===== config.mk =====
export PLATFORM = sky130hd
export DESIGN_NAME = ram_port_ctrl
export DESIGN_NICKNAME = d
export VERILOG_FILES = /design/src/rtl/ram_port_ctrl.sv
export SDC_FILE = /design/constraint.sdc
export NUM_CORES = 1
export LEC_CHECK = 0
export ABC_CLOCK_PERIOD_IN_PS = 4400
export CAP_MARGIN = 10
export CORE_ASPECT_RATIO = 2
export CORE_MARGIN = 2
export CORE_UTILIZATION = 40
export CTS_CLUSTER_SIZE = 10
export DETAILED_ROUTE_END_ITERATION = 10
export GPL_TIMING_DRIVEN = 1
export PLACE_DENSITY = 0.74
export SLEW_MARGIN = 0
export SYNTH_ARGS = -nofsm -noshare
export SYNTH_HDL_FRONTEND = slang
export SYNTH_SLANG_ARGS = --single-unit

===== constraint.sdc =====
create_clock -name clk -period 4.4 [get_ports clk]
set_clock_uncertainty 0.05 [all_clocks]
set_input_delay 0.66 -clock clk [delete_from_list [all_inputs] [get_ports clk]]
set_output_delay 0.66 -clock clk [all_outputs]
set_load 0.005 [all_outputs]

===== src/rtl/ram_port_ctrl.sv =====
// Load/store controller for block-RAM port A: alignment check, lane enables, load extraction/extension.
// Latency store 2 / load 3 / fault 1 cycle to rsp_valid; one request in flight, req_ready low until IDLE.
module ram_port_ctrl #(
  parameter int ADDR_WIDTH = 12
) (
  input  logic                  clk,
  input  logic                  rst_n,
  input  logic                  req_valid,
  output logic                  req_ready,
  input  logic                  req_write,
  input  logic [ADDR_WIDTH+1:0] req_addr,
  input  logic [1:0]            req_size,
  input  logic                  req_unsigned,
  input  logic [31:0]           req_wdata,
  output logic                  rsp_valid,
  output logic [31:0]           rsp_rdata,
  output logic                  rsp_fault,
  output logic                  ram_en,
  output logic [3:0]            ram_we,
  output logic [ADDR_WIDTH-1:0] ram_addr,
  output logic [31:0]           ram_din,
  input  logic [31:0]           ram_dout
);

  typedef enum logic [2:0] {
    S_IDLE    = 3'd0,
    S_WR      = 3'd1,
    S_RD      = 3'd2,
    S_RD_DATA = 3'd3,
    S_RESP    = 3'd4
  } state_t;

  state_t                  state_q, state_d;
  logic                    ready_q, ready_d;
  logic                    rsp_valid_q, rsp_valid_d;
  logic [31:0]             rsp_rdata_q, rsp_rdata_d;
  logic                    rsp_fault_q, rsp_fault_d;
  logic                    ram_en_q, ram_en_d;
  logic [3:0]              ram_we_q, ram_we_d;
  logic [ADDR_WIDTH-1:0]   ram_addr_q, ram_addr_d;
  logic [31:0]             ram_din_q, ram_din_d;
  logic [1:0]              off_q, off_d;
  logic [1:0]              size_q, size_d;
  logic                    uns_q, uns_d;

  logic                    accept;
  logic                    fault;
  logic [31:0]             shifted;
  logic [31:0]             load_val;

  assign accept = req_valid && ready_q && (state_q == S_IDLE);
  assign fault  = (req_size == 2'b11) ||
                  ((req_size == 2'b01) && req_addr[0]) ||
                  ((req_size == 2'b10) && (req_addr[1:0] != 2'b00));

  always_ff @(posedge clk or negedge rst_n) begin
    if (!rst_n) begin
      state_q <= S_IDLE;
    end else begin
      state_q <= state_d;
    end
  end

  always_comb begin
    state_d = state_q;
    case (state_q)
      S_IDLE: begin
        if (accept) begin
          if (fault)          state_d = S_RESP;
          else if (req_write) state_d = S_WR;
          else                state_d = S_RD;
        end
      end
      S_WR:      state_d = S_RESP;
      S_RD:      state_d = S_RD_DATA;
      S_RD_DATA: state_d = S_RESP;
      S_RESP:    state_d = S_IDLE;
      default:   state_d = S_IDLE;
    endcase
  end

  // Load lane extraction uses the offset/size captured at accept, since req_* is stale by now.
  always_comb begin
    shifted = ram_dout;
    if (size_q == 2'b00)      shifted = ram_dout >> {off_q, 3'b000};
    else if (size_q == 2'b01) shifted = ram_dout >> {off_q[1], 4'b0000};
    case (size_q)
      2'b00:   load_val = {{24{~uns_q & shifted[7]}}, shifted[7:0]};
      2'b01:   load_val = {{16{~uns_q & shifted[15]}}, shifted[15:0]};
      default: load_val = shifted;
    endcase
  end

  // Output values are computed for the next cycle and registered, so every output is a flop.
  always_comb begin
    ready_d     = (state_d == S_IDLE);
    rsp_valid_d = (state_d == S_RESP);
    rsp_rdata_d = 32'd0;
    rsp_fault_d = 1'b0;
    ram_en_d    = 1'b0;
    ram_we_d    = 4'b0000;
    ram_addr_d  = ram_addr_q;
    ram_din_d   = ram_din_q;
    off_d       = off_q;
    size_d      = size_q;
    uns_d       = uns_q;
    case (state_q)
      S_IDLE: begin
        if (accept) begin
          off_d  = req_addr[1:0];
          size_d = req_size;
          uns_d  = req_unsigned;
          if (fault) begin
            rsp_fault_d = 1'b1;
          end else begin
            ram_en_d   = 1'b1;
            ram_addr_d = req_addr[ADDR_WIDTH+1:2];
            if (req_write) begin
              case (req_size)
                2'b00: begin
                  ram_we_d  = 4'b0001 << req_addr[1:0];
                  ram_din_d = {4{req_wdata[7:0]}};
                end
                2'b01: begin
                  ram_we_d  = req_addr[1] ? 4'b1100 : 4'b0011;
                  ram_din_d = {2{req_wdata[15:0]}};
                end
                default: begin
                  ram_we_d  = 4'b1111;
                  ram_din_d = req_wdata;
                end
              endcase
            end
          end
        end
      end
      S_RD_DATA: rsp_rdata_d = load_val;
      default: ;
    endcase
  end

  always_ff @(posedge clk or negedge rst_n) begin
    if (!rst_n) begin
      ready_q     <= 1'b0;
      rsp_valid_q <= 1'b0;
      rsp_rdata_q <= 32'd0;
      rsp_fault_q <= 1'b0;
      ram_en_q    <= 1'b0;
      ram_we_q    <= 4'b0000;
      ram_addr_q  <= '0;
      ram_din_q   <= 32'd0;
      off_q       <= 2'b00;
      size_q      <= 2'b00;
      uns_q       <= 1'b0;
    end else begin
      ready_q     <= ready_d;
      rsp_valid_q <= rsp_valid_d;
      rsp_rdata_q <= rsp_rdata_d;
      rsp_fault_q <= rsp_fault_d;
      ram_en_q    <= ram_en_d;
      ram_we_q    <= ram_we_d;
      ram_addr_q  <= ram_addr_d;
      ram_din_q   <= ram_din_d;
      off_q       <= off_d;
      size_q      <= size_d;
      uns_q       <= uns_d;
    end
  end

  assign req_ready = ready_q;
  assign rsp_valid = rsp_valid_q;
  assign rsp_rdata = rsp_rdata_q;
  assign rsp_fault = rsp_fault_q;
  assign ram_en    = ram_en_q;
  assign ram_we    = ram_we_q;
  assign ram_addr  = ram_addr_q;
  assign ram_din   = ram_din_q;

endmodule


**Word-level counts from Yosys, hierarchy flattened**

Index checks and enable logic that the tools add are counted.

- Register bits: 92
- Latch bits: 0
- Bits in writable memories: 0
- Memory bits (read-only): 0
- Input bits: 85
- Output and inout port bits: 84
- Logic and storage cells: 63
- Memories kept: 0

- Add/sub/neg operators: 0
- Multipliers: 0
- Div/mod/pow operators: 0
- $lt $le $gt $ge: 0
- Equal/unequal tests: 8
- Shift-type cells: 3
- Multiplexer cells: 21
- Bitwise gates (word level): 4
- Reductions and logical operators: 15

Operators by type and width:

| cell | number |
|---|---|
| one-hot mux 32 bit (2 select lines) | 2 |
| 2-to-1 mux 32 bit | 3 |
| right shift 32 x 5 -> 32 bit | 2 |
| 2-to-1 mux 4 bit | 5 |
| one-hot mux 3 bit (3 select lines) | 1 |
| one-hot mux 4 bit (2 select lines) | 1 |
| equality test 3 x 2 -> 1 bit (second input constant) | 2 |
| zero test 3 bit | 2 |
| 2-to-1 mux 1 bit | 6 |
| 2-to-1 mux 3 bit | 2 |
| equality test 2 x 1 -> 1 bit (second input constant) | 2 |
| equality test 2 bit (second input constant) | 2 |
| logical AND 1 bit | 4 |
| zero test 2 bit | 2 |
| AND reduction 4 bit | 1 |
| left shift 1 x 2 -> 4 bit (first input constant) | 1 |
| equality test 3 x 1 -> 1 bit (second input constant) | 1 |
| equality test 3 bit (second input constant) | 1 |
| AND reduction 3 bit | 1 |
| bitwise AND 1 bit | 2 |
| logical OR 1 bit | 2 |
| 2-to-1 mux 2 bit | 1 |
| NOT 1 bit | 2 |
| AND reduction 2 bit | 1 |
| 2 further kinds | 2 |

**Longest topological paths before layout**

Gate-level depths: netlist (run 1).

- Depth after elaboration: 8
- Mapped depth: 6
- Depth with buffers taken out: 3

**Least setup slack after synthesis (run 1)**

OpenSTA, ideal clock, no wires.

- Kind: input port to flip-flop
- Start point: in req_size[0]
- End point: reg ram_din_q[0] (netlist: ram_din[0])
- Arrival: 1.830 ns
- Required time: 4.225 ns
- Setup slack: 2.395 ns
- Stages: 5
- Buffers on the path: 2
- Cell sequence: buf_2 > nor3_2 > o2111ai_4 > buf_6 > mux2_4

- Longest elaborated chain between the ends: 6
- Elaborated cells on any way between the ends: 9
- Those cells by class: eq/ne (3); bitwise (1); reduce/logical (5)

Ends and longest elaborated chain:

| what | RTL line | text |
|---|---|---|
| start: declaration | 12 | `input logic [1:0] req_size,` |
| equality test 2 x 1 -> 1 bit | 53 | `((req_size == 2'b01) && req_addr[0]) \|\|` |
| logical AND 1 bit | 53 |  |
| logical OR 1 bit | 52 | `assign fault = (req_size == 2'b11) \|\|` |
| logical OR 1 bit * | 53 |  |
| NOT 1 bit (no source line) * | n/a |  |
| AND reduction 4 bit (no source line) * | n/a |  |
| end signal: assignment | 163 | `ram_din_q <= ram_din_d;` |
| end: declaration | 41 | `logic [31:0] ram_din_q, ram_din_d;` |

Mark *: on every way between the ends. The rest lies on a longest branch, timed or not.
A chain may end at the register's enable or synchronous reset.

**Worst setup path in the final report (run 1)**

- Start point: in req_size[0]
- End point: reg ram_din_q[28] (netlist: ram_din[28])

- Longest elaborated chain between the ends: 6
- Elaborated cells on any way between the ends: 11
- Those cells by class: eq/ne (3); mux (1); bitwise (1); reduce/logical (6)

Ends and longest elaborated chain:

| what | RTL line |
|---|---|
| equality test 2 x 1 -> 1 bit | 53, 119 |
| logical AND 1 bit | 53 |
| logical OR 1 bit | 52 |
| logical OR 1 bit | 53 |
| NOT 1 bit (no source line) | n/a |
| AND reduction 4 bit (no source line) | n/a |

Several ways; a longest one is shown, not always the timed one.

==> impl_metrics.json, run 1 <==
{
  "numCtsBuffers": 9,
  "top_level_ports": 169,
  "switchingPower_uw": 1070,
  "crit_type": "in2reg",
  "syn_nets": 429,
  "numPortBuffers": 168,
  "dp_hpwl_mm": 8.40,
  "ys_types": 41,
  "end_kind": "flop",
  "rsz0062_at_grt": "no",
  "timing.final.crit_period_ps": 2670,
  "syn_inst": 344,
  "synth-seq-cells": 92,
  "peakVddDrop_uv": 413,
  "setup_viol": 0,
  "die_area_um2": 11800,
  "reg2reg_depth": 3,
  "coreArea_um2": 10800,
  "grt_pass1_wl_mm": 17.9,
  "drt_first_pass_iters": 4,
  "nFillCells": 923,
  "dpl-instance-area_um2": 6140,
  "fin_tns_setup_ps": 0,
  "synth_seq_area_share_pct": 52.6,
  "grt_pass1_vias": 3578,
  "fin_total_pwr_uw": 3480,
  "dieHeight_um": 152,
  "cp_slowest_cell": "o2111ai_4",
  "path_clk_slew_ps": 70,
  "drtAntennaViolNets": 0,
  "required_ps": 4580,
  "worstPathMaxFanout": 19,
  "rows": 54,
  "fin_nets": 588,
  "initial_core_util_pct": 40.5,
  "ctsResizeCount": 0,
  "area_delta_synth_final_pct": 47.1,
  "r2r_slack_ps": 2060,
  "hold_viol": 0,
  "sw_frac_of_total_pct": 30.7,
  "cts_tree": "built",
  "vias": 3326,
  "drc": 0,
  "antenna_found_initial": 0,
  "routedWlPerCell_um": 17.1,
  "rr_startpoint": "size_q[1]$_DFFE_PN0P_",
  "drv_slew": 0,
  "postCtsSetupBuffers": 0,
  "place_congestion": 0.909,
  "grt.overflow.total": 0,
  "clockRootBuffer": "clkbuf_16",
  "maxCapViolCount": 0,
  "clkPwrFrac_pct": 21.4,
  "path_buf_inv": 3,
  "cts.path.max_buffers": 2,
  "p_leak_uw": 0.00283,
  "hp-class": "in2async",
  "final_area_um2": 6430,
  "p_per_area_nw_per_um2": 541,
  "status": "completed",
  "r2r-end": "rsp_rdata[20]$_DFF_PN0_",
  "grt_max_degree": 56,
  "slowest_delay_ps": 640,
  "cp_top_family": "buffers and inverters",
  "crit_chain": "clkdlybuf4s50_1, buf_4, a21oi_1, o2111ai_4, buf_12, mux2_2",
  "synth_edf_count": 0,
  "async_flop_share_pct": 100,
  "final_layout_size_suffix_gt1_share_pct": 18.9,
  "pwr-share-seq_pct": 38.6,
  "ctsHtreeMaxLevel": 3,
  "routed_via_density": 5.13,
  "diodes": 0,
  "slew_headroom_pct": 35.7,
  "intPower_uw": 2410,
  "detail_route.wirelength_mm": 11.1,
  "ys.flop_type": "dfrtp_1",
  "die-width_um": 78.0,
  "fin_crit_sh_pct": 60.7,
  "critical_path.startpoint_type": "input port",
  "synth_area_um2": 4380,
  "cts_hold_buf": 0,
  "worstPathArrival_ps": 2850,
  "combPwrFrac_pct": 40.0,
  "clkLatencyLatePin_ps": 340,
  "max_freq_mhz": 374,
  "clock_sinks": 92,
  "synth_warnings": 0,
  "drt-initial-drc-count": 146,
  "grtUsageTotal_pct": 19.2,
  "syn_avg_cell_area_um2": 12.7,
  "worst_pin_slew_ps": 965
}
-- per-stage QoR --
stage | setup slack [ps] | cells | hold WS [ps] | utilization, %
after floorplan | 2390 | 344 | 314 | -
after global placement | 1400 | 632 | 440 | 56.8
after detailed placement | 1360 | 632 | 441 | 56.8
after CTS | 1740 | 648 | 325 | 59.5
after global routing | 1640 | 648 | 346 | 59.5
final | 1730 | 648 | 307 | 59.5
-- Yosys cell counts, types with 6 or more instances --
cell type	instances	area [µm²]
mux2i_1	8	80.1
o31ai_1	7	52.6
nor3_1	20	100
nor2b_1	20	125
clkbuf_1	15	56.3
o21ai_0	12	60.1
a32oi_1	6	52.6
mux2_4	37	556
inv_1	12	45.0
a31oi_1	9	56.3
o22ai_1	7	43.8
a211oi_1	7	52.6
dfrtp_1	92	2300
mux2_2	29	327
a21oi_1	6	30.0
nand2_1	21	78.8
-- metal layers --
metal / vias up / routed length (µm) / track usage (%)
li1: 1563 / - / -
met1: 1598 / 4060 / 20.7
met2: 143 / 6010 / 34.4
met3: 22 / 695 / 5.52
met4: 0 / 326 / 8.10
met5: - / 0 / 0
-- logic make-up after synthesis --
family	after synthesis	synth area share [%]
muxes	75	22.5
xor gates and xnor gates	1	0.200
and+or+nand+nor	77	10.1
buffers and inverters	37	4.15
DFF	92	52.6
AOI/OAI and AO/OA	62	10.4
-- registers in the layout, indices dropped and copies added (netlist names) --
name	count
off_q	2
ram_addr	12
size_q	2
ram_en	1
rsp_valid	1
ram_din	32
state_q	3
rsp_fault	1
ram_we	4
req_ready	1
rsp_rdata	32
uns_q	1
-- how the worst max path moves through the flow --
stage           startpoint                 endpoint  slack [ps]  cells past startpoint
6_report       req_size[0]  ram_din[28]$_DFFE_PN0P_        1730                      6
5_1_grt        req_size[1]  ram_din[28]$_DFFE_PN0P_        1640                      5
4_1_cts        req_size[0]  ram_din[28]$_DFFE_PN0P_        1740                      6
3_5_place_dp   req_size[0]  ram_din[28]$_DFFE_PN0P_        1360                      6
3_3_place_gp   req_size[0]  ram_din[27]$_DFFE_PN0P_        1400                      6
2_1_floorplan  req_size[0]   ram_din[0]$_DFFE_PN0P_        2390                      5
-- power by group through the flow --
| stage | clock [µW] | combinational [µW] | sequential (µW) |
|---|---|---|---|
| 6_report | 746 | 1390 | 1340 |
| 5_1_grt | 810 | 1490 | 1390 |
| 4_1_cts | 769 | 1410 | 1350 |
| 3_5_place_dp | 0 | 1400 | 1350 |
| 3_3_place_gp | 0 | 1370 | 1340 |
| 2_1_floorplan | 0 | 770 | 1290 |
-- layout make-up --
type	instances	area [µm²]	area share [%]
Timing Repair Buffer	173	1730	26.9
Sequential cell	92	2300	35.8
Inverter	12	45.0	0.700
Tap cell	140	175	2.72
Clock buffer	9	225	3.50
Clock inverter	7	66.3	1.03
Multi-Input combinational cell	215	1890	29.4
-- placed cells by master (no fill, tap or decap), types with 5 or more instances in the layout --
master	Yosys	layout
mux2i_1	8	8
mux2_4	37	37
a32oi_1	6	6
o31ai_1	7	7
o22ai_1	7	7
nor2b_1	20	20
inv_1	12	12
clkbuf_16	0	9
nor3_1	20	20
dfrtp_1	92	92
buf_4	0	5
mux2_2	29	29
o21ai_0	12	12
a31oi_1	9	9
clkdlybuf4s50_1	0	167
nand2_1	21	21
a21oi_1	6	6
a211oi_1	7	7
No activity file was read; power rests on OpenSTA's default activity.
==> run 2: changes to the inputs <==
- ABC_CLOCK_PERIOD_IN_PS: 4400 -> 2490
- clock period: 4.4 -> 2.49 ns (I/O delays scaled with it)
==> impl_metrics.json, run 2 (synthesized netlist as in run 1, its figures left out) <==
{
  "status": "completed",
  "nFillCells": 903,
  "vias": 3400,
  "gr-usage-met2_pct": 37.5,
  "slew_headroom_pct": 60.2,
  "crit_chain": "mux4_2, a221oi_4, buf_4, nor3_1",
  "dpl-instance-area_um2": 6220,
  "diodes": 0,
  "hold_viol": 0,
  "dieHeight_um": 152,
  "path_buf_inv": 1,
  "globalRouteMet1Util_pct": 21.2,
  "clock_sinks": 92,
  "cp_num_cells": 4,
  "grt_pass1_wl_mm": 18.6,
  "rows": 54,
  "fin_crit_sh_pct": 81.2,
  "cts_tree": "built",
  "path_clk_slew_ps": 70,
  "final_common_cell": "clkdlybuf4s50_1",
  "setup_viol": 0,
  "rr_startpoint": "off_q[1]$_DFFE_PN0P_",
  "peakVddDrop_uv": 511,
  "min_to": "ram_addr[0]$_DFFE_PN0P_",
  "numPortBuffers": 168,
  "coreArea_um2": 10800,
  "rsz0062_at_grt": "no",
  "fin_tns_setup_ps": 0,
  "ctsHtreeMaxLevel": 3,
  "r2r_slack_ps": 470,
  "drtAntennaViolNets": 0,
  "crit_type": "reg2reg",
  "p_per_area_nw_per_um2": 961,
  "cp_slowest_cell": "mux4_2",
  "ctsResizeCount": 0,
  "maxCapViolCount": 0,
  "dp_hpwl_mm": 8.85,
  "drt-initial-drc-count": 181,
  "worstHoldStart": "ram_addr[0]$_DFFE_PN0P_",
  "die_area_um2": 11800,
  "area_delta_synth_final_pct": 49.3,
  "grt.overflow.total": 0,
  "routedWlPerCell_um": 17.6,
  "pre_cts_slack_ps": 219,
  "holdWs_ps": 462,
  "drv_slew": 0,
  "slowest_delay_ps": 610,
  "critical_path.startpoint_type": "flop",
  "reg2reg_depth": 4,
  "timing.final.crit_period_ps": 2020,
  "cts.path.max_buffers": 2,
  "die-width_um": 78.0,
  "multi_input_area_um2": 1890,
  "clockRootBuffer": "clkbuf_16",
  "max_freq_mhz": 495,
  "end_kind": "flop",
  "place_congestion": 0.906,
  "met3_usage_pct": 5.76,
  "clkLatencyLatePin_ps": 330,
  "top_level_ports": 169,
  "routed_via_density": 5.17,
  "r2r-end": "rsp_rdata[17]$_DFF_PN0_",
  "grt-busiest-layer": "met2",
  "worst_pin_slew_ps": 582,
  "grt_max_degree": 42,
  "register_area_um2": 2300,
  "initial_core_util_pct": 40.5,
  "worstPathArrival_ps": 2180,
  "hp-class": "reg2reg",
  "antenna_found_initial": 0,
  "cp_top_family": "multiplexers",
  "drt_first_pass_iters": 4,
  "final_layout_size_suffix_gt1_share_pct": 20.3,
  "numCtsBuffers": 9,
  "required_ps": 2640,
  "grtUsageTotal_pct": 20.2,
  "fin_nets": 598,
  "worstPathMaxFanout": 16,
  "grt_pass1_vias": 3588,
  "holdPathStages": 1,
  "p_leak_uw": 0.00288,
  "drc": 0,
  "final_area_um2": 6530,
  "detail_route.wirelength_mm": 11.6,
  "setup_ws_ps": 468,
  "final_cell_mix": "clkdlybuf4s50_1, dfrtp_1, mux2_4"
}
==> run 2: cell count changes in the layout (fill, tap and decap cells not counted) <==
cell / change
dlygate4sd3_1: +1
clkinv_4: -3
bufinv_16: +1
clkinvlp_4: +2
inv_8: -1
inv_6: -1
clkinv_2: +2
buf_4: +8
buf_12: +1
==> run 2: stage by stage <==
stage | utilization (%) | total power (µW) | instances
global placement | 57.6 | 4860 | 641
global route | 60.4 | 6650 | 658
detailed placement | 57.6 | 4950 | 641
CTS | 60.4 | 6350 | 658
floorplan | - | 3630 | 344
finish | 60.4 | 6280 | 658
==> run 2: power breakdown <==
part	internal [µW]	switching [µW]	total, µW
Combinational	1650	933	2580
Sequential	1960	378	2340
Clock	785	575	1360
Total	4390	1890	6280
==> run 2: per-layer routing <==
layer / wire length (µm) / vias to the layer above
met3: 786 / 10
met4: 165 / 0
met1: 4020 / 1656
li1: - / 1580
met5: 0 / -
met2: 6610 / 154
==> run 2: area by class of cell <==
| cell class | count | share of cell area (%) |
|---|---|---|
| timing repair buffer | 183 | 27.8 |
| tap | 140 | 2.68 |
| clock inverter | 7 | 1.15 |
| clock buffer | 9 | 3.45 |
| inverter | 12 | 0.689 |
| sequential | 92 | 35.2 |
| multi-input combinational | 215 | 29.0 |
==> run 2: worst max path at each step <==
stage | from | to | slack [ps]
6_report | off_q[1]$_DFFE_PN0P_ | rsp_rdata[17]$_DFF_PN0_ | 470
5_1_grt | off_q[1]$_DFFE_PN0P_ | rsp_rdata[22]$_DFF_PN0_ | 350
4_1_cts | off_q[1]$_DFFE_PN0P_ | rsp_rdata[17]$_DFF_PN0_ | 460
3_5_place_dp | req_addr[0] | ram_din[29]$_DFFE_PN0P_ | 220
3_3_place_gp | req_addr[0] | ram_din[29]$_DFFE_PN0P_ | 270
2_1_floorplan | state_q[2]$_DFF_PN0_ | ram_din[0]$_DFFE_PN0P_ | 740
==> run 2: what timing repair did <==
action / 4_1_cts / 5_1_grt
endpoints found under the setup margin: 0 / 0
buffers inserted: 0 / 0
endpoints found under the hold margin: 39 / 0
hold buffers: 1 / 0
==> run 3: changes to the inputs <==
- ABC_CLOCK_PERIOD_IN_PS: 2490 -> 1950
- clock period: 2.49 -> 1.95 ns (I/O delays scaled with it)
==> impl_metrics.json, run 3 (synthesized netlist as in run 1, its figures left out) <==
{
  "status": "completed",
  "r2r_slack_ps": 100,
  "end_kind": "flop",
  "top_layer_used": "met4",
  "wl_met2_mm": 6.54,
  "dr_wl_met3_um": 851,
  "dp_hpwl_mm": 8.99,
  "die_area_um2": 11800,
  "coreArea_um2": 10800,
  "r2r-end": "ram_we[0]$_DFF_PN0_",
  "worstPathArrival_ps": 1980,
  "final_area_um2": 6670,
  "grt_pass1_vias": 3812,
  "postCtsSetupBuffers": 0,
  "critical_path.startpoint_type": "flop",
  "clkLatencyLatePin_ps": 340,
  "dieHeight_um": 152,
  "min_to": "ram_din[16]$_DFFE_PN0P_",
  "nFillCells": 901,
  "reg2reg_depth": 4,
  "rsz0062_at_grt": "no",
  "setup_viol": 0,
  "grt.overflow.total": 0,
  "cp_slowest_cell": "dfrtp_1",
  "slowest_delay_ps": 460,
  "worst_pin_slew_ps": 643,
  "maxCapViolCount": 0,
  "rr_startpoint": "state_q[2]$_DFF_PN0_",
  "fin_crit_sh_pct": 95.0,
  "dp_cells": 655,
  "clock_sinks": 92,
  "timing.final.crit_period_ps": 1850,
  "cp_top_family": "simple AND/OR/NAND/NOR gates",
  "hold_viol": 0,
  "routed_via_density": 5.17,
  "clockRootBuffer": "clkbuf_16",
  "worstPathMaxFanout": 7,
  "crit_chain": "nor4b_4, buf_4, nand3_1, a2111oi_1",
  "holdPathStages": 1,
  "p_leak_uw": 0.00296,
  "diodes": 0,
  "p_per_area_nw_per_um2": 1210,
  "required_ps": 2070,
  "peakVddDrop_uv": 624,
  "drtAntennaViolNets": 0,
  "path_buf_inv": 1,
  "max_freq_mhz": 540,
  "hp-class": "reg2reg",
  "numCtsBuffers": 9,
  "met1_length_mm": 4.07,
  "pre_cts_slack_ps": -195,
  "final_layout_size_suffix_gt1_share_pct": 22.4,
  "grtUsageTotal_pct": 20.2,
  "routedWlPerCell_um": 17.5,
  "slew_headroom_pct": 57.1,
  "path_clk_slew_ps": 70,
  "die-width_um": 78.0,
  "drc": 0,
  "fin_total_pwr_uw": 8040,
  "crit_type": "reg2reg",
  "drt-initial-drc-count": 142,
  "area_delta_synth_final_pct": 52.4,
  "worstHoldStart": "ram_din[16]$_DFFE_PN0P_",
  "final_common_cell": "clkdlybuf4s50_1",
  "fin_cells": 672,
  "ctsHtreeMaxLevel": 3,
  "drv_slew": 0,
  "multi_input_area_um2": 1890,
  "final_cell_mix": "clkdlybuf4s50_1, dfrtp_1, mux2_4",
  "initial_core_util_pct": 40.5,
  "register_area_um2": 2300,
  "detail_route.wirelength_mm": 11.8,
  "grt_max_degree": 48,
  "numPortBuffers": 168,
  "top_level_ports": 169,
  "drt_first_pass_iters": 4,
  "rows": 54,
  "dpl-instance-area_um2": 6380,
  "cts.path.max_buffers": 2,
  "fin_nets": 612,
  "place_congestion": 0.888,
  "grt_pass1_wl_mm": 18.7,
  "antenna_found_initial": 0,
  "vias": 3473,
  "setup_ws_ps": 97.2,
  "fin_tns_setup_ps": 0,
  "cts_tree": "built"
}
## run 3: cell count changes in the layout (fill, tap and decap cells not counted)
cell       before  now
buf_4          13   23
clkinv_4        0    1
a2111oi_0       2    1
bufinv_16       1    0
inv_6           1    2
buf_12          2    6
inv_8           1    0
a2111oi_1       0    1
## run 3: power by group
part           switching [µW]  total [µW]  internal [µW]
clock                     758        1630            870
combinational            1270        3500           2240
sequential                411        2910           2500
total                    2430        8040           5610
## run 3: layout make-up
cell class	instances	share of cell area [%]
flip-flops and latches	92	34.5
repair buffers	197	29.6
multi-input cells	215	28.4
clock buffers	9	3.38
well taps	140	2.63
clock inverters	7	0.770
inverters	12	0.676
## run 3: layer usage
| metal | GRT usage [%] | vias up |
|---|---|---|
| li1 | - | 1603 |
| met1 | 20.3 | 1690 |
| met2 | 37.9 | 155 |
| met3 | 6.12 | 25 |
| met4 | 7.85 | 0 |
| met5 | 0 | - |
## run 3: through the flow
step,hold slack [ps],util (%)
3_3_place_gp,301,59.0
2_1_floorplan,-53.1,-
6_report,456,61.7
4_1_cts,450,61.7
3_5_place_dp,310,59.0
5_1_grt,468,61.7
## run 3: worst max-delay path by stage
| stage | startpoint | endpoint | slack, ps | cells after the start |
|---|---|---|---|---|
| after floorplan | state_q[2]$_DFF_PN0_ | ram_din[0]$_DFFE_PN0P_ | 200 | 4 |
| after global placement | ram_dout[15] | rsp_rdata[7]$_DFF_PN0_ | -220 | 6 |
| after detailed placement | ram_dout[15] | rsp_rdata[7]$_DFF_PN0_ | -200 | 6 |
| after CTS | off_q[1]$_DFFE_PN0P_ | rsp_rdata[7]$_DFF_PN0_ | 50 | 5 |
| after global routing | off_q[1]$_DFFE_PN0P_ | rsp_rdata[7]$_DFF_PN0_ | 40 | 5 |
| final | state_q[2]$_DFF_PN0_ | ram_we[0]$_DFF_PN0_ | 100 | 4 |
## run 3: what timing repair did
item	4_1_cts	5_1_grt
resized for setup	0	1
hold buffers	1	0
hold endpoints to repair	45	0
setup endpoints to repair	0	1
